[config.mk]
export PLATFORM = sky130hd
export DESIGN_NAME = param_control_unit
export DESIGN_NICKNAME = d
export VERILOG_FILES = /design/src/rtl/param_control_unit.sv
export SDC_FILE = /design/constraint.sdc
export NUM_CORES = 1
export LEC_CHECK = 0
export CAP_MARGIN = 20
export CORE_MARGIN = 3
export CORE_UTILIZATION = 51
export CTS_BUF_LIST = sky130_fd_sc_hd__clkbuf_8 sky130_fd_sc_hd__clkbuf_16
export CTS_CLUSTER_SIZE = 24
export DETAILED_ROUTE_END_ITERATION = 16
export GPL_ROUTABILITY_DRIVEN = 1
export PLACE_DENSITY_LB_ADDON = 0.05
export SYNTH_ARGS = -nofsm -noshare
export SYNTH_HDL_FRONTEND = slang
export SYNTH_SLANG_ARGS = --single-unit
export TNS_END_PERCENT = 10
[constraint.sdc]
create_clock -name clk -period 3.7 [get_ports clk]
set_input_delay 0.555 -clock clk [delete_from_list [all_inputs] [get_ports clk]]
set_output_delay 0.555 -clock clk [all_outputs]
set_load 0.01 [all_outputs]
[src/rtl/param_control_unit.sv]
// Microcontroller sequencer: variable-length fetch over a req/ready bus, decode and one-cycle execute,
// plus memory load/store, jumps, conditional branches and a HALT/resume debug state.
module param_control_unit #(
  parameter int DATA_W = 8,
  parameter int REG_AW = 4
) (
  input  logic              clk,
  input  logic              reset,
  input  logic [DATA_W-1:0] mem_rdata,
  input  logic              mem_ready,
  input  logic [3:0]        CCR_Result,
  input  logic              resume,
  output logic              mem_req,
  output logic              mem_we,
  output logic              mem_addr_src,
  output logic              IR_Load,
  output logic              PC_Inc,
  output logic              PC_Load,
  output logic              PC_Src,
  output logic [REG_AW-1:0] reg_read_addr_A,
  output logic [REG_AW-1:0] reg_read_addr_B,
  output logic [REG_AW-1:0] reg_write_addr,
  output logic              reg_write_enable,
  output logic [1:0]        wb_sel,
  output logic [3:0]        ALU_Sel,
  output logic              ALU_A_PC,
  output logic              ALU_B_Sel,
  output logic              CCR_Load,
  output logic [DATA_W-1:0] immediate_out,
  output logic [DATA_W-1:0] address_out,
  output logic              halted,
  output logic              illegal_op
);

  typedef enum logic [2:0] {
    S_FETCH_OP,
    S_FETCH_OPND,
    S_EXEC,
    S_MEM,
    S_HALT
  } state_t;

  state_t            r_state, w_next;
  logic [7:0]        r_opcode;
  logic [DATA_W-1:0] r_op1, r_op2;
  logic [1:0]        r_cnt;
  logic              r_idx;
  logic              w_last_opnd;
  logic              w_taken;
  logic              w_unused_ok;

  function automatic logic [1:0] opnd_count(input logic [7:0] op);
    case (op)
      8'hA0, 8'hA1, 8'h20, 8'h21, 8'h22, 8'h23,
      8'h24, 8'h25, 8'h26, 8'h30:                         opnd_count = 2'd1;
      8'h80, 8'h81, 8'h82, 8'h90, 8'h91, 8'h92,
      8'h93, 8'h94:                                       opnd_count = 2'd2;
      default:                                            opnd_count = 2'd0;
    endcase
  endfunction

  // Flag V is not used by any branch condition
  assign w_unused_ok = CCR_Result[1];
  assign w_last_opnd = r_idx || (r_cnt == 2'd1);

  always_comb begin
    w_taken = 1'b0;
    case (r_opcode)
      8'h20: w_taken = 1'b1;
      8'h21: w_taken = CCR_Result[0];
      8'h22: w_taken = !CCR_Result[0];
      8'h23: w_taken = !CCR_Result[2];
      8'h24: w_taken = CCR_Result[2];
      8'h25: w_taken = CCR_Result[3];
      8'h26: w_taken = !CCR_Result[3];
      default: w_taken = 1'b0;
    endcase
  end

  assign immediate_out = (r_opcode == 8'h80) ? r_op2 : r_op1;
  assign address_out   = ((r_opcode == 8'h81) || (r_opcode == 8'h82)) ? r_op2 : r_op1;

  always_ff @(posedge clk or negedge reset) begin
    if (!reset) begin
      r_state  <= S_FETCH_OP;
      r_opcode <= 8'h00;
      r_op1    <= '0;
      r_op2    <= '0;
      r_cnt    <= 2'd0;
      r_idx    <= 1'b0;
    end else begin
      r_state <= w_next;
      if (r_state == S_FETCH_OP && mem_ready) begin
        r_opcode <= mem_rdata[7:0];
        r_cnt    <= opnd_count(mem_rdata[7:0]);
        r_idx    <= 1'b0;
      end
      if (r_state == S_FETCH_OPND && mem_ready) begin
        if (!r_idx) r_op1 <= mem_rdata;
        else        r_op2 <= mem_rdata;
        r_idx <= 1'b1;
      end
    end
  end

  // Outputs are forced low while reset is held so a pending bus request drops at once
  always_comb begin
    w_next           = r_state;
    mem_req          = 1'b0;
    mem_we           = 1'b0;
    mem_addr_src     = 1'b0;
    IR_Load          = 1'b0;
    PC_Inc           = 1'b0;
    PC_Load          = 1'b0;
    PC_Src           = 1'b0;
    reg_read_addr_A  = '0;
    reg_read_addr_B  = '0;
    reg_write_addr   = '0;
    reg_write_enable = 1'b0;
    wb_sel           = 2'b00;
    ALU_Sel          = 4'd0;
    ALU_A_PC         = 1'b0;
    ALU_B_Sel        = 1'b0;
    CCR_Load         = 1'b0;
    halted           = 1'b0;
    illegal_op       = 1'b0;
    if (reset) begin
      case (r_state)
        S_FETCH_OP: begin
          mem_req = 1'b1;
          IR_Load = mem_ready;
          PC_Inc  = mem_ready;
          if (mem_ready)
            w_next = (opnd_count(mem_rdata[7:0]) == 2'd0) ? S_EXEC : S_FETCH_OPND;
        end
        S_FETCH_OPND: begin
          mem_req = 1'b1;
          PC_Inc  = mem_ready;
          if (mem_ready && w_last_opnd) w_next = S_EXEC;
        end
        S_EXEC: begin
          w_next = S_FETCH_OP;
          case (r_opcode)
            8'h90, 8'h91, 8'h92, 8'h93, 8'h94: begin
              case (r_opcode)
                8'h90:   ALU_Sel = 4'd0;
                8'h91:   ALU_Sel = 4'd1;
                8'h92:   ALU_Sel = 4'd4;
                8'h93:   ALU_Sel = 4'd5;
                default: ALU_Sel = 4'd6;
              endcase
              reg_read_addr_A  = r_op1[REG_AW-1:0];
              reg_read_addr_B  = r_op2[REG_AW-1:0];
              reg_write_addr   = r_op1[REG_AW-1:0];
              reg_write_enable = 1'b1;
              CCR_Load         = 1'b1;
            end
            8'hA0, 8'hA1: begin
              ALU_Sel          = (r_opcode == 8'hA0) ? 4'd7 : 4'd8;
              reg_read_addr_A  = r_op1[REG_AW-1:0];
              reg_write_addr   = r_op1[REG_AW-1:0];
              reg_write_enable = 1'b1;
              CCR_Load         = 1'b1;
            end
            8'h80: begin
              reg_write_addr   = r_op1[REG_AW-1:0];
              reg_write_enable = 1'b1;
              wb_sel           = 2'b01;
            end
            8'h81, 8'h82: w_next = S_MEM;
            8'h20, 8'h21, 8'h22, 8'h23, 8'h24, 8'h25, 8'h26: begin
              ALU_A_PC  = 1'b1;
              ALU_B_Sel = 1'b1;
              PC_Load   = w_taken;
            end
            8'h30: begin
              PC_Load = 1'b1;
              PC_Src  = 1'b1;
            end
            8'h00: ;
            8'hFF: w_next = S_HALT;
            default: illegal_op = 1'b1;
          endcase
        end
        S_MEM: begin
          mem_req      = 1'b1;
          mem_addr_src = 1'b1;
          if (r_opcode == 8'h82) begin
            mem_we          = 1'b1;
            reg_read_addr_A = r_op1[REG_AW-1:0];
          end else begin
            reg_write_enable = mem_ready;
            reg_write_addr   = r_op1[REG_AW-1:0];
            wb_sel           = 2'b10;
          end
          if (mem_ready) w_next = S_FETCH_OP;
        end
        S_HALT: begin
          halted = 1'b1;
          if (resume) w_next = S_FETCH_OP;
        end
        default: w_next = S_FETCH_OP;
      endcase
    end
  end

endmodule
==> metrics.yaml <==
setup_viol: 0
hpwl_mm: 3.85
path_class: "input pin to output pin"
cts_max_level: 2
avgSynthCellArea_sq_um: 8.94
synth_cells: 235
routed_wl_mm: 5.20
post_cts_buffers: 0
finalMaxSlewViolations: 0
clock.fmax_mhz: 319
crit_path_end_kind: "output pin"
cp_cell_sequence: "clkdlybuf4s50_1 > and4bb_2 > nand3_2 > a211oi_2 > and2_1 > clkdlybuf4s50_1"
outcome: "finished clean"
p_total_w: 0.00188
vias: 1951
grt_antenna_before_repair: 0
ys.flop_type: "dfrtp_1"
cts_resized: 0
worstSkewPairLatency_ps: 280
ioPinCount: 63
post_drt_wl_per_cell_microns: 15.2
yosys_warnings: 0
max_cap_violations: 0
synth.distinct_cells: 47
dr.pass1.iters: 4
crit_slowest_cell: "clkdlybuf4s50_1"
cts_tree: "yes"
areaGrowthSynthToFinish_pct: 35.0
gp_congestion: 0.853
vdd_ir_drop_max_v: 0.000424
max_slew_margin_pct: 64.4
num_rows: 22
synthesis.nets: 251
cp_common_cell: "clkdlybuf4s50_1"
synth_edf_count: 0
leakagePower_nw: 1.21
clock_skew_ps: 4.02
drc: 0
synth.cell_area_sq_um: 2100
clk_pin_slew_worst_paths_ps: 60
critPathLaunchType: "input pin"
design.die.area_sq_um: 4930
die_h_microns: 70.2
grt_pass1_wl_mm: 8.63
numCtsBuffers: 5
layout_common_cells: "clkdlybuf4s50_1, nand2_1, dfrtp_1, mux2_2, nor2_1"
holdBufCountCts: 0
tightest_slew_ps: 533
antennaDiodeCount: 0
core_area_sq_um: 3830
period_share_pct: 84.7
ys_seq_area_share_pct: 35.7
crit_path_max_fanout: 8
powerDensity_nw_per_um2: 662
ys_ff_latch: 30
period_needed_ps: 3140
final_common_cell: "clkdlybuf4s50_1"
synthArstFlopShare_pct: 100
grt_pass1_vias: 1835
root_buffer: "clkbuf_8"
critPathRequiredTime_ps: 3140
min_path_type: "flop to flop"
cpPeakStageDelay_ps: 530
fin_tns_setup_ps: 0
port_buffers: 61
final_nets: 310
fillCellCount: 312
hold_viol: 0
cts_sinks: 30
drtIter0Drc: 97
antenna_left: 0
die_w_microns: 70.2
clockBufferDepth: 2
grt_overflow: 0
drive_above_1_share_pct: 17.3
grt_max_degree: 21
critPathArrivalTime_ps: 2580
initial_core_util_pct: 54.9
grt_setup_unrepaired: "false"
vias_per_cell: 5.70
grtUsageTotal_pct: 21.9
==> kinds of logic (layout without fill, tap and decap cells) <==
kind of cell | Yosys count | after routing | share of synthesized area (%)
AOI/OAI and AO/OA | 38 | 38 | 12.6
buffers and inverters | 17 | 76 | 4.23
DFF | 30 | 30 | 35.7
muxes | 35 | 35 | 20.0
and+or+nand+nor | 115 | 115 | 27.4
==> critical path: cells and delay by family <==
kind,cells,cell delay [ps]
simple gates,3,680
buf+inv,2,1050
compound gates,1,300
==> state kept, by name, indices dropped and copies added (netlist names) <==
signal and flops:
r_op2 8, r_opcode 8, r_op1 8, r_idx 1
r_state 3, r_cnt 2
==> report_power, final <==
part / leakage (nW) / internal (W) / switching, W / total, W
Combinational: 0.761 / 0.000508 / 0.000411 / 0.000918
Sequential: 0.387 / 0.000445 / 0.000180 / 0.000624
Clock: 0.0573 / 0.000215 / 0.000120 / 0.000335
==> final timing paths <==
path	start	endpoint	slack, ps	cells after the start
min reg2reg	r_cnt[0]	r_cnt[0]	490	2
max	reset	reg_read_addr_B[0]	560	6
min in group asynchronous	reset	r_cnt[1]	680	2
max reg2reg	r_opcode[2]	r_state[1]	1830	6
min	r_cnt[0]	r_cnt[0]	490	2
max in group asynchronous	reset	r_op2[2]	2790	2
==> layout make-up <==
type | count | area (sq um) | area share (%)
Tap cell | 48 | 60.1 | 2.12
Sequential cell | 30 | 751 | 26.5
Inverter | 5 | 18.8 | 0.661
Timing Repair Buffer | 64 | 633 | 22.3
Clock inverter | 1 | 30.0 | 1.06
Multi-Input combinational cell | 188 | 1260 | 44.5
Clock buffer | 6 | 82.6 | 2.91
==> layer usage <==
metal | GRT usage, % | vias to the layer above | routed length [microns] | share of wire, %
li1 | - | 944 | - | -
met5 | 0 | - | 0 | 0
met1 | 27.8 | 933 | 2300 | 44
met3 | 5.76 | 8 | 344 | 6.6
met2 | 35.8 | 66 | 2470 | 48
met4 | 7.66 | 0 | 79 | 1.5
==> per-stage QoR <==
step,area (sq um),setup slack [ps],util (%),std cells,hold slack [ps]
after floorplan,2100,1550,-,235,259
after global placement,2730,563,71.2,335,472
after detailed placement,2730,562,71.2,335,474
after CTS,2840,558,74.2,342,493
after global routing,2840,399,74.2,342,524
final,2840,565,74.2,342,486
==> cells in the mapped netlist, drive strengths merged, types with 4 or more instances <==
master,number,share of area [%]
inv,5,0.89
nand2,43,7.8
buf,11,3.2
nor2,24,4.4
a21oi,4,0.95
o21ai,12,3.0
nand4,4,1.2
nor2b,8,2.4
dfrtp,30,36
and2,8,2.4
nand3,7,1.9
nand2b,5,1.5
a31oi,4,1.5
and3,6,1.8
mux2,32,19
(Power assumes the default switching activity.)
